### config.mk
export PLATFORM = sky130hd
export DESIGN_NAME = mem_refill_arbiter
export DESIGN_NICKNAME = d
export VERILOG_FILES = /design/src/rtl/mem_arb_pkg.sv /design/src/rtl/rr_arbiter2.sv /design/src/rtl/mem_refill_arbiter.sv
export SDC_FILE = /design/constraint.sdc
export NUM_CORES = 1
export LEC_CHECK = 0
export ABC_CLOCK_PERIOD_IN_PS = 2800
export BUFFER_PORTS_ARGS = -buffer_cell sky130_fd_sc_hd__buf_4
export CORE_MARGIN = 3
export CORE_UTILIZATION = 25
export DETAILED_ROUTE_END_ITERATION = 8
export GPL_TIMING_DRIVEN = 0
export SETUP_SLACK_MARGIN = 0.05
export SYNTH_ARGS = -nofsm -noshare
export SYNTH_HDL_FRONTEND = slang
export SYNTH_SLANG_ARGS = --single-unit
### constraint.sdc
create_clock -name clk -period 2.8 [get_ports clk]
set_clock_uncertainty 0.2 [all_clocks]
set_input_delay 0.28 -clock clk [delete_from_list [all_inputs] [get_ports clk]]
set_output_delay 0.28 -clock clk [all_outputs]
set_load 0.01 [all_outputs]
### src/rtl/mem_arb_pkg.sv
// Shared definitions for the memory refill arbiter: FSM states, owner encoding
// and the default cache-line size in words.
package mem_arb_pkg;

  typedef enum logic [1:0] {
    IDLE = 2'd0,
    BUSY = 2'd1,
    DONE = 2'd2
  } arb_state_e;

  localparam logic OWNER_I = 1'b0;
  localparam logic OWNER_D = 1'b1;

  localparam int LINE_WORDS_DEFAULT = 4;

endpackage

### src/rtl/rr_arbiter2.sv
// Two-way round-robin pick between ICache and DCache; remembers which side
// finished the last burst so a tie goes to the other side.
module rr_arbiter2
  import mem_arb_pkg::*;
(
  input  logic clk,
  input  logic rst,
  input  logic req_i,
  input  logic req_d,
  input  logic update,
  input  logic done_owner,
  output logic grant_valid,
  output logic grant_owner
);

  logic last_owner;

  // Reset to OWNER_I so the DCache wins the first tie.
  always_ff @(posedge clk or posedge rst) begin
    if (rst) begin
      last_owner <= OWNER_I;
    end else if (update) begin
      last_owner <= done_owner;
    end
  end

  always_comb begin
    grant_valid = req_i | req_d;
    grant_owner = OWNER_I;
    if (req_i && req_d) begin
      grant_owner = ~last_owner;
    end else if (req_d) begin
      grant_owner = OWNER_D;
    end
  end

endmodule

### src/rtl/mem_refill_arbiter.sv
// Shares one main-memory port between the ICache and DCache refill paths, one
// LINE_WORDS-beat burst per grant. Define MEM_ARB_PERF_CNT_EN for perf counters.
module mem_refill_arbiter
  import mem_arb_pkg::*;
#(
  parameter int LINE_WORDS = LINE_WORDS_DEFAULT,
  parameter int BEAT_W     = $clog2(LINE_WORDS)
) (
  input  logic              clk,
  input  logic              rst,
  input  logic              i_req,
  input  logic [31:0]       i_addr,
  input  logic              i_we,
  input  logic [31:0]       i_wdata,
  output logic [BEAT_W-1:0] i_beat,
  output logic              i_rvalid,
  output logic [31:0]       i_rdata,
  output logic              i_done,
  input  logic              d_req,
  input  logic [31:0]       d_addr,
  input  logic              d_we,
  input  logic [31:0]       d_wdata,
  output logic [BEAT_W-1:0] d_beat,
  output logic              d_rvalid,
  output logic [31:0]       d_rdata,
  output logic              d_done,
  output logic              mem_req,
  output logic [31:0]       mem_addr,
  output logic              mem_we,
  output logic [31:0]       mem_wdata,
  input  logic [31:0]       mem_rdata,
  input  logic              mem_ack,
`ifdef MEM_ARB_PERF_CNT_EN
  output logic [31:0]       perf_i_bursts,
  output logic [31:0]       perf_d_bursts,
  output logic [31:0]       perf_wait_cycles,
`endif
  output arb_state_e        dbg_state
);

  // Handshakes: cache *_req is a level held until its *_done pulse; mem_req is
  // held with stable addr/we/wdata until mem_ack, and each mem_ack ends one beat.

  localparam logic [BEAT_W-1:0] LAST_BEAT = BEAT_W'(LINE_WORDS - 1);

  arb_state_e        state_q, state_d;
  logic              owner_q;
  logic [BEAT_W-1:0] beat_q, rd_beat_q, own_beat;
  logic              grant_valid, grant_owner;
  logic [31:0]       own_addr, own_wdata;
  logic              own_we, rd_ack;
  logic              i_rvalid_q, d_rvalid_q;
  logic [31:0]       i_rdata_q, d_rdata_q;

  rr_arbiter2 u_rr (
    .clk         (clk),
    .rst         (rst),
    .req_i       (i_req),
    .req_d       (d_req),
    .update      (state_q == DONE),
    .done_owner  (owner_q),
    .grant_valid (grant_valid),
    .grant_owner (grant_owner)
  );

  always_comb begin
    own_addr  = (owner_q == OWNER_D) ? d_addr  : i_addr;
    own_we    = (owner_q == OWNER_D) ? d_we    : i_we;
    own_wdata = (owner_q == OWNER_D) ? d_wdata : i_wdata;
    rd_ack    = (state_q == BUSY) && mem_ack && !own_we;
  end

  always_comb begin
    state_d = state_q;
    case (state_q)
      IDLE:    if (grant_valid) state_d = BUSY;
      BUSY:    if (mem_ack && beat_q == LAST_BEAT) state_d = DONE;
      DONE:    state_d = IDLE;
      default: state_d = IDLE;
    endcase
  end

  always_ff @(posedge clk or posedge rst) begin
    if (rst) begin
      state_q <= IDLE;
      owner_q <= OWNER_I;
      beat_q  <= '0;
    end else begin
      state_q <= state_d;
      if (state_q == IDLE && grant_valid) begin
        owner_q <= grant_owner;
      end
      // The beat only wraps on the way back to IDLE, never inside a burst.
      if (state_q == BUSY && mem_ack && beat_q != LAST_BEAT) begin
        beat_q <= beat_q + 1'b1;
      end else if (state_q == DONE) begin
        beat_q <= '0;
      end
    end
  end

  always_ff @(posedge clk or posedge rst) begin
    if (rst) begin
      i_rvalid_q <= 1'b0;
      d_rvalid_q <= 1'b0;
      rd_beat_q  <= '0;
      i_rdata_q  <= '0;
      d_rdata_q  <= '0;
    end else begin
      i_rvalid_q <= rd_ack && (owner_q == OWNER_I);
      d_rvalid_q <= rd_ack && (owner_q == OWNER_D);
      if (rd_ack) begin
        rd_beat_q <= beat_q;
      end
      if (rd_ack && owner_q == OWNER_I) begin
        i_rdata_q <= mem_rdata;
      end
      if (rd_ack && owner_q == OWNER_D) begin
        d_rdata_q <= mem_rdata;
      end
    end
  end

  always_comb begin
    mem_req   = (state_q == BUSY);
    mem_addr  = '0;
    mem_we    = 1'b0;
    mem_wdata = '0;
    if (state_q == BUSY) begin
      mem_addr  = {own_addr[31:2+BEAT_W], beat_q, 2'b00};
      mem_we    = own_we;
      mem_wdata = own_wdata;
    end
    // While read data is returned, the beat output names the beat it belongs to.
    own_beat = (i_rvalid_q || d_rvalid_q) ? rd_beat_q : beat_q;
    i_beat   = '0;
    d_beat   = '0;
    if (state_q != IDLE) begin
      if (owner_q == OWNER_I) i_beat = own_beat;
      else                    d_beat = own_beat;
    end
    i_done    = (state_q == DONE) && (owner_q == OWNER_I);
    d_done    = (state_q == DONE) && (owner_q == OWNER_D);
    i_rvalid  = i_rvalid_q;
    d_rvalid  = d_rvalid_q;
    i_rdata   = i_rdata_q;
    d_rdata   = d_rdata_q;
    dbg_state = state_q;
  end

`ifdef MEM_ARB_PERF_CNT_EN
  logic waiting;

  // A requester waits while the other side owns the port, or loses a tie in IDLE.
  always_comb begin
    waiting = 1'b0;
    if (state_q == IDLE)          waiting = i_req && d_req;
    else if (owner_q == OWNER_I)  waiting = d_req;
    else                          waiting = i_req;
  end

  always_ff @(posedge clk or posedge rst) begin
    if (rst) begin
      perf_i_bursts    <= '0;
      perf_d_bursts    <= '0;
      perf_wait_cycles <= '0;
    end else begin
      if (state_q == DONE && owner_q == OWNER_I && perf_i_bursts != '1) begin
        perf_i_bursts <= perf_i_bursts + 1'b1;
      end
      if (state_q == DONE && owner_q == OWNER_D && perf_d_bursts != '1) begin
        perf_d_bursts <= perf_d_bursts + 1'b1;
      end
      if (waiting && perf_wait_cycles != '1) begin
        perf_wait_cycles <= perf_wait_cycles + 1'b1;
      end
    end
  end
`endif

endmodule

==> run metrics <==
Crit. End Element output pin; FFs w/ async S/R, synth 1.000; status complete, no violations; TritonCTS Sinks 74; I/O pin count 307; Clock Latency Late Sink 330 ps; commonest non-fill, non-tap cell in the layout buf_4; Die Ht 132.8 um; Worst-Margin Slew 676.3 ps; commonest non-fill, non-tap cells in the layout buf_4 (301), dfrtp_1 (74), nor2_1 (67); Power Density 1062 nW/um^2; Post-Synthesis Mean Instance Area 12.21 sq um; Final Hold Vio Count 0; WL met2 7.618 mm; share of cells above drive strength 1 0.5900; Initial Utilization 0.2594; Post-CTS Resized 0; Worst Hold Class in2reg; CTS tree built; drt wl/cell 16.66 um; Max Freq 389.3 MHz; Std-Cell Core Area 15,480 sq um; Pre-Repair DR Iteration Count 4; CTS root buf clkbuf_16; Via Count 3,835; CP Max Fanout 10; area of the mapped netlist 4016 sq um; Pleak 3.830 nW; RSZ-0062 raised after global routing no; Hold Buf Count CTS 35; met3 WL post-DR 1.169 mm; Critical Path RT 2320 ps; Final Slew Violations 0; setup violators final 0; vias in the first global route 4,213; Max Used Layer met5; dpl hpwl 12.02 mm; crit path DAT 2090 ps; Seq/Total Area, Yosys 0.4611; hold path cells 3; antenna cell count 0; max_slew headroom 0.5491; YS warnings 0; initial antenna violation count 1; Core Util, Final 0.4624; CTS buffer count 9; Overall Global Routing Usage 0.1627; grt ovf 0; max-cap violations 0; Post-synth EDFFs 0; FP Rows 45; met1 wire length 5.785 mm; min cycle time layout 2569 ps; DRT iter0 DRCs 122; post-route antenna net violation count 0; maximum VDD drop 0.4441 mV; largest net degree at the start of global routing 43; period utilisation layout 0.9173; worst reg2reg path depth 5; placer congestion estimate 0.9570; cells after synthesis 329; post-layout power 7.600 mW; Yosys reg bits 74; Port Buf Inserts 296; # Post-CTS Setup Buffers 0; total wire length 14.81 mm; Residual DRC 0; first-pass GRT wire length 22.72 mm; die area 17,620 sq um; Die W 132.8 um; Layout Area Growth over Synthesis 78.26%; Main synth FF type dfrtp_1; clock slew at reported path FFs 60 ps; CP startpoint kind flop; final net count 841; Clock Path Buffers 2; Setup CP Type reg2out; DR vias/cell 4.314; Yosys cell types 34; CTS H-tree depth 3
-- layout make-up --
class,count,area [sq um]
fill,1434,8324
clock inverter,5,37.54
buffer,26,206.4
timing repair buffer,332,2592
inverter,4,17.52
multi-input combinational,226,1947
tap,211,264.0
sequential,74,1852
clock buffer,11,242.7
-- layer usage --
metal | up-vias | global-route usage
li1 | 1820 | -
met1 | 1828 | 0.1945
met2 | 166 | 0.2881
met3 | 19 | 0.04905
met4 | 2 | 0.03637
met5 | - | 0
-- flip-flops by register name, summed over array words and instances, names as in the netlist --
name             flops
rd_beat_q            2
i_rvalid             1
beat_q               2
owner_q              1
i_rdata             32
u_rr.last_owner      1
d_rvalid             1
dbg_state            2
d_rdata             32
-- cells in the mapped netlist, types with 2 or more instances --
library cell / n / area [sq um]
and2_1: 2 / 12.51
nand2b_1: 3 / 18.77
buf_6: 2 / 22.52
clkbuf_1: 9 / 33.78
mux2_2: 37 / 416.7
buf_2: 5 / 25.02
mux2_4: 29 / 435.4
inv_1: 3 / 11.26
dfrtp_1: 74 / 1852
mux2i_1: 63 / 630.6
buf_12: 3 / 60.06
a21o_1: 2 / 15.01
a21oi_1: 3 / 15.01
nor2_1: 67 / 251.5
nor3_1: 3 / 15.01
clkbuf_8: 2 / 27.53
buf_4: 5 / 37.54
-- metrics by stage --
step                      TNS [ps]  area [sq um]  cells  hold slack (ps)  worst slack [ps]
final                            0          7159    889            59.09             231.5
after global routing             0          7159    889            81.74             115.2
after CTS                        0          7159    889            53.50             218.7
after detailed placement         0          6529    838            121.7             536.2
after global placement      -33150          6506    837            255.2            -454.3
after floorplan                  0          4020    330            177.0             438.4
-- worst max-delay path: stages, from the launching register on --
cell and delay (ps):
dfrtp_1 340, clkbuf_8 140, buf_2 230, buf_2 380, mux2i_1 420, nor2_1 80
buf_4 160
-- power by group --
group / internal (mW) / switching (mW) / total (mW)
registers: 1.60 / 0.313 / 1.92
clock network: 0.628 / 0.456 / 1.08
logic: 2.52 / 2.08 / 4.60
-- kinds of logic (layout without fill, tap and decap cells) --
logic type / count (synthesis) / count (layout) / synth area share
and+or+nand+nor: 85 / 85 / 0.09595
DFF: 74 / 74 / 0.4611
other: 1 / 2 / 0.0009337
AOI/OAI and AO/OA: 9 / 9 / 0.01464
adders and majority gates: 1 / 1 / 0.003115
muxes: 129 / 129 / 0.3692
buffers and inverters: 30 / 378 / 0.05514
-- path summary, 6_finish.rpt --
kind,start,to,slack [ps]
min in group asynchronous,rst,d_rdata[24],330
max in group asynchronous,rst,i_rdata[8],1500
setup / recovery,owner_q,mem_wdata[2],230
setup reg to reg,dbg_state[1],d_rdata[5],590
hold / removal,d_req,owner_q,60
hold reg to reg,u_rr.last_owner,u_rr.last_owner,270
No activity file was read; power rests on OpenSTA's default activity.
